===== src/rtl/data_scatter.sv =====
// Serialising nibble scatter: captures a 16-bit word plus per-nibble destinations
// and writes one nibble per cycle into an 8 x 32-bit register bank.
module data_scatter #(
  parameter int DATA_WIDTH           = 4,
  parameter int IN_NIBBLES           = 4,
  parameter int REGS_OUTPUTS         = 64,
  parameter int REGS_BITS_PER_OUTPUT = 32,
  parameter int DEST_BITS            = 6
) (
  input  logic                               clk,
  input  logic                               rst,
  input  logic [DATA_WIDTH*IN_NIBBLES-1:0]   data_in,
  input  logic                               data_valid,
  input  logic [DEST_BITS*IN_NIBBLES-1:0]    wDest,
  input  logic [IN_NIBBLES-1:0]              wMask,
  output logic                               wBusy,
  output logic                               done,
  output logic [REGS_BITS_PER_OUTPUT-1:0]    wRegs0,
  output logic [REGS_BITS_PER_OUTPUT-1:0]    wRegs1,
  output logic [REGS_BITS_PER_OUTPUT-1:0]    wRegs2,
  output logic [REGS_BITS_PER_OUTPUT-1:0]    wRegs3,
  output logic [REGS_BITS_PER_OUTPUT-1:0]    wRegs4,
  output logic [REGS_BITS_PER_OUTPUT-1:0]    wRegs5,
  output logic [REGS_BITS_PER_OUTPUT-1:0]    wRegs6,
  output logic [REGS_BITS_PER_OUTPUT-1:0]    wRegs7
);

  localparam int SLOTS_PER_REG = REGS_BITS_PER_OUTPUT / DATA_WIDTH;
  localparam int NUM_REGS      = REGS_OUTPUTS / SLOTS_PER_REG;
  localparam int POS_BITS      = $clog2(SLOTS_PER_REG);
  localparam int REG_BITS      = DEST_BITS - POS_BITS;
  localparam int K_BITS        = $clog2(IN_NIBBLES);

  typedef enum logic [1:0] {IDLE, WRITE, DONE} stateT;

  stateT                           state, nextState;
  logic [K_BITS-1:0]               k, nextK;
  logic                            capture;
  logic                            wrEn;
  logic [DEST_BITS-1:0]            curDest;
  logic [REG_BITS-1:0]             wrReg;
  logic [POS_BITS-1:0]             wrPos;
  logic [DATA_WIDTH-1:0]           wrNibble;

  logic [DATA_WIDTH*IN_NIBBLES-1:0] shData;
  logic [DEST_BITS*IN_NIBBLES-1:0]  shDest;
  logic [IN_NIBBLES-1:0]            shMask;
  logic [REGS_BITS_PER_OUTPUT-1:0]  bank [NUM_REGS];

  // DONE hands straight over to a new word when one is waiting, so a requester
  // holding data_valid gets one word accepted every five cycles.
  always_comb begin
    nextState = state;
    nextK     = k;
    capture   = 1'b0;
    wrEn      = 1'b0;
    curDest   = shDest[int'(k)*DEST_BITS +: DEST_BITS];
    wrReg     = curDest[DEST_BITS-1 -: REG_BITS];
    wrPos     = curDest[POS_BITS-1:0];
    wrNibble  = shData[int'(k)*DATA_WIDTH +: DATA_WIDTH];
    case (state)
      IDLE: begin
        if (data_valid) begin
          capture   = 1'b1;
          nextK     = '0;
          nextState = WRITE;
        end
      end
      WRITE: begin
        wrEn = shMask[k];
        if (k == K_BITS'(IN_NIBBLES - 1)) nextState = DONE;
        else                              nextK     = k + K_BITS'(1);
      end
      DONE: begin
        if (data_valid) begin
          capture   = 1'b1;
          nextK     = '0;
          nextState = WRITE;
        end else begin
          nextState = IDLE;
        end
      end
      default: nextState = IDLE;
    endcase
  end

  // NOTE: state elements use non-blocking assignments so every flop samples
  // pre-edge values regardless of block ordering.
  always_ff @(posedge clk) begin
    if (rst) begin
      state <= IDLE;
      k     <= '0;
      wBusy <= 1'b0;
      done  <= 1'b0;
    end else begin
      state <= nextState;
      k     <= nextK;
      wBusy <= (nextState != IDLE);
      done  <= (nextState == DONE);
    end
  end

  always_ff @(posedge clk) begin
    if (rst) begin
      shData <= '0;
      shDest <= '0;
      shMask <= '0;
    end else if (capture) begin
      shData <= data_in;
      shDest <= wDest;
      shMask <= wMask;
    end
  end

  // NOTE: the bank is built from flops rather than a RAM macro, which is what
  // lets reset clear every register in a single edge.
  always_ff @(posedge clk) begin
    if (rst) begin
      for (int r = 0; r < NUM_REGS; r++) bank[r] <= '0;
    end else if (wrEn) begin
      for (int r = 0; r < NUM_REGS; r++) begin
        for (int n = 0; n < SLOTS_PER_REG; n++) begin
          if (wrReg == REG_BITS'(r) && wrPos == POS_BITS'(n))
            bank[r][n*DATA_WIDTH +: DATA_WIDTH] <= wrNibble;
        end
      end
    end
  end

  assign wRegs0 = bank[0];
  assign wRegs1 = bank[1];
  assign wRegs2 = bank[2];
  assign wRegs3 = bank[3];
  assign wRegs4 = bank[4];
  assign wRegs5 = bank[5];
  assign wRegs6 = bank[6];
  assign wRegs7 = bank[7];

endmodule


===== config.mk =====
export PLATFORM = sky130hd
export DESIGN_NAME = data_scatter
export DESIGN_NICKNAME = d
export VERILOG_FILES = /design/src/rtl/data_scatter.sv
export SDC_FILE = /design/constraint.sdc
export NUM_CORES = 1
export LEC_CHECK = 0
export ABC_AREA = 1
export ABC_CLOCK_PERIOD_IN_PS = 2400
export CORE_MARGIN = 2
export CORE_UTILIZATION = 49
export DETAILED_ROUTE_END_ITERATION = 10
export PLACE_DENSITY = 0.87
export SYNTH_ARGS = -nofsm -noshare
export SYNTH_HDL_FRONTEND = slang
export SYNTH_SLANG_ARGS = --single-unit
export TNS_END_PERCENT = 50

===== constraint.sdc =====
create_clock -name clk -period 2.4 [get_ports clk]
set_clock_uncertainty 0.2 [all_clocks]
set_input_delay 0.48 -clock clk [delete_from_list [all_inputs] [get_ports clk]]
set_output_delay 0.48 -clock clk [all_outputs]
set_load 0.005 [all_outputs]

# == After elaboration in Yosys (flattened, before gate mapping) ==
# Memories as Yosys holds them, arrays and structs flattened.
# Index checks and enable logic that the tools add are counted.
# Widths: inputs -> output; s select.
# word_totals
ramBits,256
reg_bits,50
wordCells,502
output_inout_bits,258
memories,1
# classes
bitwise_logic,64
n_lt_le_gt_ge,1
n_eq_ne,20
n_mux,334
n_addsub,1
reduce_logical,71
n_mul,1
n_shift,2
# memory_table
memory,depth,word_bits,rd,rd_clocked_by_memory_dff,write_ports,line_no,rtl
bank,8,32,8,0,8,48,logic [REGS_BITS_PER_OUTPUT-1:0] bank [NUM_REGS];
# op_table
cell,n
$mux 1,263
$mux 4,64
$logic_and 1x1->1,64
$or 1x1->1,64
$eq 3x3->1 const B,8
$shiftx 24x6->6,1
$shiftx 16x5->4,1
$eq 3x2->1 const B,4
$mux 2,4
$eq 2x2->1 const B,3
$eq 3x1->1 const B,2
$logic_not 3->1,2
$pmux 2 s3,1
$mul 2x2->4 const B,1
$pmux 2 s2,1
$reduce_bool 2->1,2
$lt 2x3->1 const B,1
$reduce_and 3->1,1
$add 2x1->2 const B,1
$bmux 1 s2,1
$eq 2x1->1 const B,1
$logic_not 2->1,1
$ne 2x1->1 const B,1
$ne 2x2->1 const B,1
$reduce_or 2->1,1

# == Depth between registers and ports, before layout ==
# logic_depth
ltp_word,9
depth_mapped,11

# == Least setup slack after synthesis ==
# Ideal clock, no wire load.
# synth_timing
kind,flip-flop to flip-flop
start,register k[0]
end,"memory bank[7][8], in the netlist bank[1][104] (enable)"
arrival_time_ns,1.539
t_required_ns,1.892
path_stages_with_launch,11
setup_slack_ns,0.353
period_less_slack_ns,2.047
n_path_buf,2
setup_ns,0.308
path_cell_list,dfxtp_1 > buf_6 > inv_4 > buf_6 > nand2_2 > nand3_1 > nand2_2 > nand3_4 > nor2_8 > nand2_1 > nand2_1
# synth_lines
item,line_no,rtl
from (decl),37,"logic [K_BITS-1:0] k, nextK;"
from (signal assigned),97,k <= nextK;
to (decl),48,

==> results.txt <==
DRT Wirelength: 31.5 mm
Grt total ovfl: 0
Mapped Nets: 992
Drt wl/cell: 19.5 um
Power Internal: 9.31 mW
GRT Util Overall: 24.4%
Worst Setup Path Type: reg -> reg
Worst rel slew slack: 63.3%
Die H: 159 um
Post-Synthesis Cells: 944
IO Count: 305
Gate power share: 11.4%
Die X: 159 um
TritonCTS clock tree: done
Maximum vdd ir drop: 0.479 mV
Fmax achieved: 0.435 GHz
Share of cells above drive strength 1: 13.6%
Clock transition at path regs: 0.06 ns
Nets: 1321
First-pass GRT wire length: 48.0 mm
Power consumption: 12.1 mW
Seq pwr share: 50.9%
P per Cell Area: 734 nW/um^2
Port bufs: 304
Critical path required time: 2.44 ns
R2R cell count: 9
NetSw: 2.78 mW
Row cnt: 56
CP arrival: 2.34 ns
Largest net degree at the start of global routing: 73
Cell Area, Synth: 11800 sq um
Final Hold Fails: 0
Pleak: 6.54 nW
Post-route ant nets: 0
Synth Area per Inst: 12.5 sq um
Drc violations: 0
Util after Layout: 70.0%
Fillers: 1560
Final-report max-slew violation count: 0
Reg2reg end: bank[0][15]
Crit Path Max Fanout: 8
Final period utilization: 95.9%
Iteration-0 DRC Markers: 593
Status: finished clean
Layout area overhead: 39.7%
Post-layout min period: 2.30 ns
Vias in the first global route: 8279
Worst hold slack: 0.266 ns
Register area share after synthesis: 73.7%
Largest area contributor in the synthesized netlist: edfxtp_1
Hold buffer count at cts: 0
Root Driver: clkbuf_16
Antenna Diode Count: 0
Maxcap violations: 0
Final Wtd Congestion: 0.841
CTS Sinks: 306
Hold Path End: shMask[1]
DR vias/cell: 5.18
Clock power share: 37.7%
Reg2Reg Launch Point: k[1]
Initial core utilization: 50.1%
Core area: 23500 sq um
DIE AREA: 25300 sq um
R2R setup slack: 0.1 ns
Synthesis Warnings: 0
# H-tree levels: 1
Worst hold stages: 2
Hold Startpoint: shMask[1]
Synth area leaders: edfxtp_1, nor2_1, dfxtp_1
DRT Pass-1 Iters: 7
CTS Buf Count: 30
Setup crit end kind: register
Hold Crit Class: reg -> reg
Initial antenna violation count: 0
Vias after detailed routing: 8349
Sw Ratio: 23.0%
Final setup viols: 0
Maximum clock path buffer count: 3
Worst Setup Start Kind: register
Yosys reg bits: 306
Library cells used by synthesis: 24
Yosys top cell area share: 65.2%
Dpl hpwl: 22.2 mm
Clk_lat worst skew: 0.54 ns
Worst-margin pin slew: 0.550 ns
[cells in the final DEF (no fill, tap or decap), drive strengths merged]
| master | n |
|---|---|
| buf | 41 |
| bufinv | 2 |
| nand3 | 17 |
| clkinvlp | 1 |
| o21ai | 54 |
| nand2 | 180 |
| a21oi | 11 |
| o22ai | 4 |
| clkdlybuf4s50 | 304 |
| clkinv | 15 |
| dfxtp | 50 |
| ha | 1 |
| edfxtp | 256 |
| nor2b | 1 |
| nor2 | 296 |
| nor3 | 2 |
| inv | 21 |
| clkbuf | 37 |
[flip-flops by register name (all words and copies together), names as in the netlist]
signal  flops
shData     16
state       2
k           2
done        1
shMask      4
shDest     24
bank      256
wBusy       1
[layout make-up]
type	count	area [sq um]	share of cell area, %
sequential	306	8690	52.8
timing repair buffer	345	3510	21.3
multi-input combinational	566	2800	17.0
clock buffer	37	838	5.09
tap	319	399	2.42
clock inverter	15	129	0.782
inverter	24	100	0.608
[metal layers]
layer  up-vias  share of wire (%)  track usage (%)
met5         -                  0                0
met4         0                3.3             7.77
met3        64                8.2             4.43
met2       439                 52             44.5
met1      4019                 36             29.4
li1       3827                  -                -
[critical path, cell delays in order, from the launching register on]
cell	delay, ns
dfxtp_1	0.35
clkinvlp_4	0.17
buf_4	0.14
buf_4	0.09
nand3_1	0.06
nand2_1	0.11
nand3_4	0.21
nor2_8	0.33
nand2_2	0.14
nand2_1	0.19
[cells in the mapped netlist (all sizes together)]
master and number:
o21ai 54, clkinv 1, edfxtp 256, buf 15
o22ai 4, nor2b 1, ha 1, nor2 296
nand2 180, nor3 2, inv 23, a21oi 11
nand3 17, clkbuf 33, dfxtp 50
[stage by stage]
step	worst slack [ns]	setup TNS (ns)	instances	cell area, sq um
global placement	0.0753	0	1554	15400
CTS	0.0505	0	1606	16400
detailed placement	-0.00169	-0.00664	1554	15400
global route	-0.0133	-0.0992	1612	16500
floorplan	0.353	0	944	11800
finish	0.0990	0	1612	16500
[worst max path at each step]
| stage | from | to | cells past startpoint |
|---|---|---|---|
| 2_1_floorplan | k[0] | bank[1][104] | 10 |
| 3_3_place_gp | k[0] | bank[0][25] | 9 |
| 3_5_place_dp | k[0] | bank[0][111] | 9 |
| 4_1_cts | k[1] | bank[0][98] | 7 |
| 5_1_grt | k[0] | bank[1][16] | 10 |
| 6_report | k[1] | bank[0][15] | 9 |
[power groups by stage]
stage	combinational, mW	clock (mW)	sequential (mW)
detailed placement	1.37	0	6.27
global placement	1.34	0	6.26
floorplan	0.584	0	6.26
CTS	1.37	4.60	6.16
global route	1.48	4.80	6.18
finish	1.38	4.55	6.16
[cells by family (layout without fill, tap and decap cells)]
| family | Yosys count | count (layout) | synth area share [%] |
|---|---|---|---|
| buf+inv | 72 | 421 | 2.73 |
| flops | 306 | 306 | 73.7 |
| fa+ha+maj | 1 | 1 | 0.106 |
| simple gates | 496 | 496 | 20.5 |
| compound gates | 69 | 69 | 2.97 |
[timing repair]
| action | in CTS | in global routing |
|---|---|---|
| setup endpoints to repair | 58 | 194 |
| pin swaps | 1 | 2 |
| buffers inserted | 0 | 6 |
| endpoints found under the hold margin | 0 | 0 |
| resized for setup | 1 | 8 |
Note: power is estimated with default switching activity, not from simulation.
